### config.mk
export PLATFORM = sky130hd
export DESIGN_NAME = uart_echo_fifo
export DESIGN_NICKNAME = d
export VERILOG_FILES = /design/src/rtl/uart_echo_fifo.sv
export SDC_FILE = /design/constraint.sdc
export NUM_CORES = 1
export LEC_CHECK = 0
export ABC_CLOCK_PERIOD_IN_PS = 2900
export BUFFER_PORTS_ARGS = -buffer_cell sky130_fd_sc_hd__buf_4
export CORE_ASPECT_RATIO = 1.75
export CORE_MARGIN = 4
export CORE_UTILIZATION = 45
export CTS_CLUSTER_SIZE = 30
export DETAILED_ROUTE_END_ITERATION = 8
export GPL_ROUTABILITY_DRIVEN = 0
export MAX_ROUTING_LAYER = met4
export SLEW_MARGIN = 20
export SYNTH_ARGS = -nofsm -noshare
export SYNTH_HDL_FRONTEND = slang
export SYNTH_SLANG_ARGS = --single-unit
### constraint.sdc
create_clock -name clock -period 2.9 [get_ports clock]
set_clock_uncertainty 0.1 [all_clocks]
set_input_delay 0.435 -clock clock [delete_from_list [all_inputs] [get_ports clock]]
set_output_delay 0.435 -clock clock [all_outputs]
set_load 0.005 [all_outputs]
### src/rtl/uart_echo_fifo.sv
`timescale 1ns / 1ps
// uart_echo_fifo
// UART loopback engine: receiver -> FIFO -> transmitter.
// Characters are deserialised from rx. Good characters are buffered and
// re-serialised on tx in arrival order.
//
// Ports:
//   clock       system clock, rising edge
//   reset_n     asynchronous active-low reset
//   rx          serial input, idle high, asynchronous to clock
//   tx_en       1 = transmitter may pop the FIFO, 0 = hold buffered data
//   clear       one-cycle pulse, clears the sticky flags
//   tx          serial output, idle high
//   led         last character accepted into the FIFO
//   fifo_count  current FIFO occupancy
//   overflow    sticky: good character dropped because the FIFO was full
//   parity_err  sticky: frame failed its parity check
//   frame_err   sticky: stop bit sampled low
module uart_echo_fifo #(
  parameter int CLKS_PER_BIT = 868,
  parameter int DATA_BITS    = 8,
  parameter int PARITY       = 0,   // 0 none, 1 odd, 2 even
  parameter int FIFO_DEPTH   = 16
) (
  input  logic                          clock,
  input  logic                          reset_n,
  input  logic                          rx,
  input  logic                          tx_en,
  input  logic                          clear,
  output logic                          tx,
  output logic [DATA_BITS-1:0]          led,
  output logic [$clog2(FIFO_DEPTH):0]   fifo_count,
  output logic                          overflow,
  output logic                          parity_err,
  output logic                          frame_err
);

  localparam int AW = $clog2(FIFO_DEPTH);
  localparam int CW = $clog2(CLKS_PER_BIT);
  localparam int BW = $clog2(DATA_BITS + 1);

  localparam logic [CW-1:0] CNT_HALF = CW'(CLKS_PER_BIT / 2 - 1);
  localparam logic [CW-1:0] CNT_LAST = CW'(CLKS_PER_BIT - 1);
  localparam logic [BW-1:0] BIT_LAST = BW'(DATA_BITS - 1);
  localparam logic [AW:0]   DEPTH_W  = (AW + 1)'(FIFO_DEPTH);
  localparam logic          PAR_EN   = (PARITY != 0);
  localparam logic          PAR_ODD  = (PARITY == 1);

  // ---------------------------------------------------------------------
  // rx synchroniser plus edge register
  // ---------------------------------------------------------------------
  logic rx_meta_reg, rx_sync_reg, rx_prev_reg;
  logic rx_fall;

  always_ff @(posedge clock or negedge reset_n) begin
    if (!reset_n) begin
      rx_meta_reg <= 1'b1;
      rx_sync_reg <= 1'b1;
      rx_prev_reg <= 1'b1;
    end else begin
      rx_meta_reg <= rx;
      rx_sync_reg <= rx_meta_reg;
      rx_prev_reg <= rx_sync_reg;
    end
  end

  assign rx_fall = rx_prev_reg & ~rx_sync_reg;

  // ---------------------------------------------------------------------
  // Receiver FSM
  // ---------------------------------------------------------------------
  typedef enum logic [2:0] {
    RX_IDLE, RX_START, RX_DATA, RX_PARITY, RX_STOP, RX_BREAK
  } rx_state_t;

  rx_state_t              rx_state_reg;
  logic [CW-1:0]          rx_cnt_reg;
  logic [BW-1:0]          rx_bit_reg;
  logic [DATA_BITS-1:0]   rx_shift_reg;
  logic                   rx_par_reg;
  logic                   push_req_reg;
  logic [DATA_BITS-1:0]   push_data_reg;

  logic rx_stop_sample;
  logic rx_par_bad;
  logic frame_set, parity_set;

  assign rx_stop_sample = (rx_state_reg == RX_STOP) && (rx_cnt_reg == CNT_LAST);
  assign rx_par_bad     = PAR_EN && (rx_par_reg != ((^rx_shift_reg) ^ PAR_ODD));
  // Frame error takes priority over a parity error on the same frame.
  assign frame_set      = rx_stop_sample && !rx_sync_reg;
  assign parity_set     = rx_stop_sample && rx_sync_reg && rx_par_bad;

  always_ff @(posedge clock or negedge reset_n) begin
    if (!reset_n) begin
      rx_state_reg  <= RX_IDLE;
      rx_cnt_reg    <= '0;
      rx_bit_reg    <= '0;
      rx_shift_reg  <= '0;
      rx_par_reg    <= 1'b0;
      push_req_reg  <= 1'b0;
      push_data_reg <= '0;
    end else begin
      push_req_reg <= 1'b0;
      case (rx_state_reg)
        RX_IDLE: begin
          if (rx_fall) begin
            rx_state_reg <= RX_START;
            rx_cnt_reg   <= '0;
            rx_bit_reg   <= '0;
          end
        end
        RX_START: begin
          if (rx_cnt_reg == CNT_HALF) begin
            rx_cnt_reg   <= '0;
            // Line already back high at mid-start: treat as a glitch.
            rx_state_reg <= rx_sync_reg ? RX_IDLE : RX_DATA;
          end else begin
            rx_cnt_reg <= rx_cnt_reg + CW'(1);
          end
        end
        RX_DATA: begin
          if (rx_cnt_reg == CNT_LAST) begin
            rx_cnt_reg   <= '0;
            rx_shift_reg <= {rx_sync_reg, rx_shift_reg[DATA_BITS-1:1]};
            if (rx_bit_reg == BIT_LAST) begin
              rx_state_reg <= PAR_EN ? RX_PARITY : RX_STOP;
            end else begin
              rx_bit_reg <= rx_bit_reg + BW'(1);
            end
          end else begin
            rx_cnt_reg <= rx_cnt_reg + CW'(1);
          end
        end
        RX_PARITY: begin
          if (rx_cnt_reg == CNT_LAST) begin
            rx_cnt_reg   <= '0;
            rx_par_reg   <= rx_sync_reg;
            rx_state_reg <= RX_STOP;
          end else begin
            rx_cnt_reg <= rx_cnt_reg + CW'(1);
          end
        end
        RX_STOP: begin
          if (rx_cnt_reg == CNT_LAST) begin
            rx_cnt_reg <= '0;
            if (rx_sync_reg) begin
              rx_state_reg <= RX_IDLE;
              if (!rx_par_bad) begin
                push_req_reg  <= 1'b1;
                push_data_reg <= rx_shift_reg;
              end
            end else begin
              // Break or framing fault: one error, then wait for idle line.
              rx_state_reg <= RX_BREAK;
            end
          end else begin
            rx_cnt_reg <= rx_cnt_reg + CW'(1);
          end
        end
        RX_BREAK: begin
          if (rx_sync_reg) rx_state_reg <= RX_IDLE;
        end
        default: rx_state_reg <= RX_IDLE;
      endcase
    end
  end

  // ---------------------------------------------------------------------
  // FIFO
  // ---------------------------------------------------------------------
  logic [DATA_BITS-1:0] mem [FIFO_DEPTH];
  logic [AW-1:0]        wr_ptr_reg, rd_ptr_reg;
  logic [AW:0]          count_reg;
  logic [DATA_BITS-1:0] rd_data_reg;
  logic [DATA_BITS-1:0] led_reg;
  logic                 overflow_reg, parity_err_reg, frame_err_reg;

  logic fifo_full, fifo_empty, push, pop, overflow_set;
  logic tx_idle;

  assign fifo_full    = (count_reg == DEPTH_W);
  assign fifo_empty   = (count_reg == '0);
  assign pop          = tx_idle && tx_en && !fifo_empty;
  // A pop in the same cycle frees a slot, so a push at full is still taken.
  assign push         = push_req_reg && (!fifo_full || pop);
  assign overflow_set = push_req_reg && fifo_full && !pop;

  always_ff @(posedge clock) begin
    if (push) mem[wr_ptr_reg] <= push_data_reg;
  end

  // Registered read; data is needed only at the end of the start bit.
  always_ff @(posedge clock) begin
    if (pop) rd_data_reg <= mem[rd_ptr_reg];
  end

  always_ff @(posedge clock or negedge reset_n) begin
    if (!reset_n) begin
      wr_ptr_reg <= '0;
      rd_ptr_reg <= '0;
      count_reg  <= '0;
      led_reg    <= '0;
    end else begin
      if (push) begin
        wr_ptr_reg <= wr_ptr_reg + AW'(1);
        led_reg    <= push_data_reg;
      end
      if (pop) rd_ptr_reg <= rd_ptr_reg + AW'(1);
      case ({push, pop})
        2'b10:   count_reg <= count_reg + (AW + 1)'(1);
        2'b01:   count_reg <= count_reg - (AW + 1)'(1);
        default: count_reg <= count_reg;
      endcase
    end
  end

  // Sticky flags: a set event wins over a coincident clear.
  always_ff @(posedge clock or negedge reset_n) begin
    if (!reset_n) begin
      overflow_reg   <= 1'b0;
      parity_err_reg <= 1'b0;
      frame_err_reg  <= 1'b0;
    end else begin
      if (overflow_set)    overflow_reg   <= 1'b1;
      else if (clear)      overflow_reg   <= 1'b0;
      if (parity_set)      parity_err_reg <= 1'b1;
      else if (clear)      parity_err_reg <= 1'b0;
      if (frame_set)       frame_err_reg  <= 1'b1;
      else if (clear)      frame_err_reg  <= 1'b0;
    end
  end

  // ---------------------------------------------------------------------
  // Transmitter FSM
  // ---------------------------------------------------------------------
  typedef enum logic [2:0] {
    TX_IDLE, TX_START, TX_DATA, TX_PARITY, TX_STOP
  } tx_state_t;

  tx_state_t            tx_state_reg;
  logic [CW-1:0]        tx_cnt_reg;
  logic [BW-1:0]        tx_bit_reg;
  logic [DATA_BITS-1:0] tx_shift_reg;
  logic                 tx_par_reg;
  logic                 tx_reg;

  assign tx_idle = (tx_state_reg == TX_IDLE);

  always_ff @(posedge clock or negedge reset_n) begin
    if (!reset_n) begin
      tx_state_reg <= TX_IDLE;
      tx_cnt_reg   <= '0;
      tx_bit_reg   <= '0;
      tx_shift_reg <= '0;
      tx_par_reg   <= 1'b0;
      tx_reg       <= 1'b1;
    end else begin
      case (tx_state_reg)
        TX_IDLE: begin
          tx_reg <= 1'b1;
          if (pop) begin
            tx_state_reg <= TX_START;
            tx_cnt_reg   <= '0;
            tx_reg       <= 1'b0;
          end
        end
        TX_START: begin
          if (tx_cnt_reg == CNT_LAST) begin
            tx_cnt_reg   <= '0;
            tx_bit_reg   <= '0;
            tx_reg       <= rd_data_reg[0];
            // Shift holds the bits still to be sent, next one at bit 0.
            tx_shift_reg <= rd_data_reg >> 1;
            tx_par_reg   <= (^rd_data_reg) ^ PAR_ODD;
            tx_state_reg <= TX_DATA;
          end else begin
            tx_cnt_reg <= tx_cnt_reg + CW'(1);
          end
        end
        TX_DATA: begin
          if (tx_cnt_reg == CNT_LAST) begin
            tx_cnt_reg <= '0;
            if (tx_bit_reg == BIT_LAST) begin
              if (PAR_EN) begin
                tx_reg       <= tx_par_reg;
                tx_state_reg <= TX_PARITY;
              end else begin
                tx_reg       <= 1'b1;
                tx_state_reg <= TX_STOP;
              end
            end else begin
              tx_bit_reg   <= tx_bit_reg + BW'(1);
              tx_reg       <= tx_shift_reg[0];
              tx_shift_reg <= tx_shift_reg >> 1;
            end
          end else begin
            tx_cnt_reg <= tx_cnt_reg + CW'(1);
          end
        end
        TX_PARITY: begin
          if (tx_cnt_reg == CNT_LAST) begin
            tx_cnt_reg   <= '0;
            tx_reg       <= 1'b1;
            tx_state_reg <= TX_STOP;
          end else begin
            tx_cnt_reg <= tx_cnt_reg + CW'(1);
          end
        end
        TX_STOP: begin
          if (tx_cnt_reg == CNT_LAST) begin
            tx_cnt_reg   <= '0;
            tx_state_reg <= TX_IDLE;
          end else begin
            tx_cnt_reg <= tx_cnt_reg + CW'(1);
          end
        end
        default: begin
          tx_state_reg <= TX_IDLE;
          tx_reg       <= 1'b1;
        end
      endcase
    end
  end

  assign tx         = tx_reg;
  assign led        = led_reg;
  assign fifo_count = count_reg;
  assign overflow   = overflow_reg;
  assign parity_err = parity_err_reg;
  assign frame_err  = frame_err_reg;

endmodule

==> impl_summary.md <==
Run status
The flow ran to the end, and the final reports show no timing, DRC or antenna violations.

Finish
The area overhead of the layout relative to synthesis is 13.5%. The number of nets in the layout is 694. The number of diodes added for antenna fixing is 0.

The register with the most flip-flops in the layout has 128 of them. The share of cells above drive strength 1 is 0.219. The number of inserted filler cells in the final layout is 1655.

The final instance count without filler cells is 939.

Power
The overall power consumption is 8.17 mW. Dividing total power by cell area gives a power density of 761 mW/mm^2. Across the VDD grid, the largest voltage drop is 0.533 mV. The static leakage is 4.40 nW.

Timing
For this run, the top clock speed supported by timing is 0.369 GHz. In this run the tightest slew margin relative to its limit is 0.487. Setup slack on the critical path of the routed design comes to 188 ps.

The number of max-slew violations in the final report is 0. The shortest period the worst path allows is 2710 ps. Hold timing on the final database bottoms out at a slack of 64.0 ps.

The hold violation total from the final report came to 0. Setup total negative slack on the finished layout was measured at 0 ps. Of the available clock period, the critical path in the final layout requires 0.935. The count of final setup violators is 0. The measured slew at the worst slew-check pin is 770 ps.

Routing
The routed design has 18.6 mm of wire. For this block, the via count after detailed routing is 5299. After detailed routing, the average wire length per cell comes to 19.8 um. In this run the remaining antenna-violating nets after routing total 0. The detailed-route vias per instance is 5.64.

After detailed routing, the number of remaining DRC violations is 0. The first detailed-routing pass took 4 iterations. The count of routing violations after the opening detailed-route iteration is 281.

Worst setup path
Among all stages on the critical path, the largest delay is contributed by sky130_fd_sc_hd__or4_4. STA puts the critical path data arrival time at 2980 ps. Walking the worst path, the cells encountered are or4_4 -> o21ai_1 -> o21ai_0 -> ha_2 -> nor3_1 -> a21oi_1 -> a31oi_1 -> mux2i_1 -> o211ai_1. The worst setup path is launched from a flip-flop. The data required time at the worst endpoint is 3170 ps. Counting both buffers and inverters, the worst setup path holds a total of 0. The worst setup path is captured at a flip-flop. The biggest cell delay along the critical path is 600 ps.

The largest driver fanout on the critical path is 6. The critical setup path kind is reg2reg. The beginning of the worst register-to-register path is fifo_count[0]. The most critical setup path has its startpoint at fifo_count[0].

Among cell families on the critical path, the largest total delay comes from compound AO/OA/AOI/OAI gates.

Logic synthesis
Counting every net in the synthesized netlist gives 661. In this run the cell area of the synthesized design comes to 0.00946 sq mm. The share of synthesized area in the top cell type comes to 0.432. The count of synthesis-stage warnings from yosys is 0.

The library cell with the largest summed area after synthesis is sky130_fd_sc_hd__edfxtp_1. Synthesis instantiated 65 different standard cells from the library. The cell count after synthesis is 644. The post-synthesis sequential area ratio is 0.657. Each instance of the synthesized netlist takes up on average 14.7 sq um. Yosys attributes the largest share of cell area to sky130_fd_sc_hd__edfxtp_1, sky130_fd_sc_hd__dfrtp_1, sky130_fd_sc_hd__mux4_2. The number of register bits inferred by synthesis is 221.

The flip-flop cell with the highest count after synthesis is sky130_fd_sc_hd__edfxtp_1. The synthesized design contains 136 enable-type register cells. The fraction of synthesis flops using an asynchronous set or reset pin is 0.385.

Floorplanning
The initial cell density of the core is 0.462. The floorplan step set the die height to 200 um. 22 I/O pins were placed. The die is 118 um wide. The floorplan step defined a core boundary enclosing 0.0205 sq mm. The full die area is 0.0235 sq mm. Row generation in the floorplan step produced 69 rows.

Global route
The largest net degree at the start of global routing is 45. The wire length of the first global-routing pass is 30.9 mm. The number of antenna violations at the first check in global routing is 0. The total global-route track usage is 0.171. The number of global-route vias before repair is 5592. The total overflow left after global routing is 0.

Place
The worst-case setup slack after placement is 200 ps. After detailed placement, the design holds a cell count of 900. The number of buffer cells added on primary ports is 20. After legalization and detailed placement, the total HPWL measured 12.7 mm.

Clock tree
The tree built by TritonCTS fans out to 221 sinks. At the later pin of the worst-skew pair, clock insertion delay measures 490 ps. The CTS tree is yes.

The longest clock path from root to sink contains 3 buffers. Buffers added to address setup during post-CTS repair amount to 0. The level count of the clock H-tree is 1. The CTS clock-pin slew for the worst setup and hold paths is 70 ps. The clock buffer count from CTS is 21. Clock tree synthesis selected as its root buffer the cell sky130_fd_sc_hd__clkbuf_16.

Min path
The path class of the lowest-slack min-delay path is in2reg. The launch instance of the worst min-delay path is clear.

Run
Max-cap violations in this run came to 0.
[synth_stat cells (2+ instances only)]
cell type                  instances
sky130_fd_sc_hd__a31oi_1           2
sky130_fd_sc_hd__nor3_1           20
sky130_fd_sc_hd__nand2_1          72
sky130_fd_sc_hd__nor2b_1           5
sky130_fd_sc_hd__and2_1           16
sky130_fd_sc_hd__buf_2             6
sky130_fd_sc_hd__buf_1             4
sky130_fd_sc_hd__nor4_1            4
sky130_fd_sc_hd__o21ai_0          33
sky130_fd_sc_hd__a21o_1            7
sky130_fd_sc_hd__nand2b_1          4
sky130_fd_sc_hd__a21oi_1          12
sky130_fd_sc_hd__nand3b_1          5
sky130_fd_sc_hd__nor3b_1           4
sky130_fd_sc_hd__mux2i_1           7
sky130_fd_sc_hd__clkbuf_1         16
sky130_fd_sc_hd__nand3_1          13
sky130_fd_sc_hd__nand4_1           6
sky130_fd_sc_hd__mux2_2           19
sky130_fd_sc_hd__nor2_2            2
sky130_fd_sc_hd__ha_1             12
sky130_fd_sc_hd__xor2_1            2
sky130_fd_sc_hd__or3b_2            2
sky130_fd_sc_hd__o31ai_1           5
sky130_fd_sc_hd__xnor2_1          14
sky130_fd_sc_hd__and3_1            5
sky130_fd_sc_hd__o21a_1            2
sky130_fd_sc_hd__o211ai_1          5
sky130_fd_sc_hd__dfrtp_1          81
sky130_fd_sc_hd__a22o_1            4
sky130_fd_sc_hd__edfxtp_1        136
sky130_fd_sc_hd__dfstp_2           4
sky130_fd_sc_hd__mux4_2           40
sky130_fd_sc_hd__nor2_1           26
sky130_fd_sc_hd__o22ai_1           5
sky130_fd_sc_hd__inv_1            15
[cell usage in the layout, fill, tap and decap left out, types with 11 or more instances in the layout]
| master | Yosys | final |
|---|---|---|
| sky130_fd_sc_hd__nand3_1 | 13 | 13 |
| sky130_fd_sc_hd__mux4_2 | 40 | 40 |
| sky130_fd_sc_hd__nor2_1 | 26 | 25 |
| sky130_fd_sc_hd__ha_1 | 12 | 11 |
| sky130_fd_sc_hd__xnor2_1 | 14 | 14 |
| sky130_fd_sc_hd__and2_1 | 16 | 16 |
| sky130_fd_sc_hd__a21oi_1 | 12 | 12 |
| sky130_fd_sc_hd__edfxtp_1 | 136 | 136 |
| sky130_fd_sc_hd__dfrtp_1 | 81 | 80 |
| sky130_fd_sc_hd__clkbuf_16 | 0 | 21 |
| sky130_fd_sc_hd__inv_1 | 15 | 15 |
| sky130_fd_sc_hd__o21ai_0 | 33 | 33 |
| sky130_fd_sc_hd__nor3_1 | 20 | 20 |
| sky130_fd_sc_hd__mux2_2 | 19 | 19 |
| sky130_fd_sc_hd__buf_4 | 1 | 33 |
| sky130_fd_sc_hd__nand2_1 | 72 | 72 |
[metal layers]
metal / track usage / vias up / wire length (um)
li1: - / 2500 / -
met2: 0.323 / 74 / 10400
met1: 0.196 / 2696 / 7250
met4: 0.0496 / 0 / 418
met3: 0.0158 / 29 / 474
met5: - / - / 0
[what timing repair did]
item,4_1_cts,5_1_grt
endpoints found under the setup margin,0,1
hold endpoints to repair,43,0
hold buffers,2,0
gates resized for setup,0,2
[per-stage QoR]
stage	utilization	instance area, sq um
finish	0.525	10700
global route	0.525	10700
CTS	0.524	10700
detailed placement	0.486	9940
global placement	0.486	9940
floorplan	-	9460
[logic make-up (layout without fill, tap and decap cells)]
family / after synthesis / in the layout / synth area share
flip-flops: 221 / 221 / 0.657
AND/OR/NAND/NOR: 199 / 199 / 0.109
buffers and inverters: 42 / 89 / 0.0179
AO/OA/AOI/OAI: 87 / 87 / 0.0590
multiplexers: 66 / 66 / 0.125
other: 1 / 1 / 0.000397
adder cells (fa/ha/maj): 12 / 12 / 0.0159
XOR/XNOR: 16 / 16 / 0.0148
[worst paths after layout]
check | endpoint | slack, ps | cells past startpoint
hold reg to reg | rx_sync_reg | 260 | 0
hold / removal | overflow | 60 | 2
setup reg to reg | fifo_count[4] | 190 | 9
min in group asynchronous | tx_cnt_reg[2] | 390 | 2
max in group asynchronous | rx_prev_reg | 1580 | 3
setup / recovery | fifo_count[4] | 190 | 9
[area by class of cell]
cell class	count	area, sq um	share of cell area
sequential	221	6220	0.579
multi-input combinational	381	3080	0.286
clock buffer	21	526	0.0489
tap	248	310	0.0289
timing repair buffer	37	308	0.0287
clock inverter	16	244	0.0227
inverter	15	56.3	0.00524
[power by group]
group	internal (mW)	total [mW]	switching, mW
logic	0.636	1.39	0.752
clock network	1.87	3.05	1.18
registers	3.48	3.74	0.256
No activity file was read; power rests on OpenSTA's default activity.
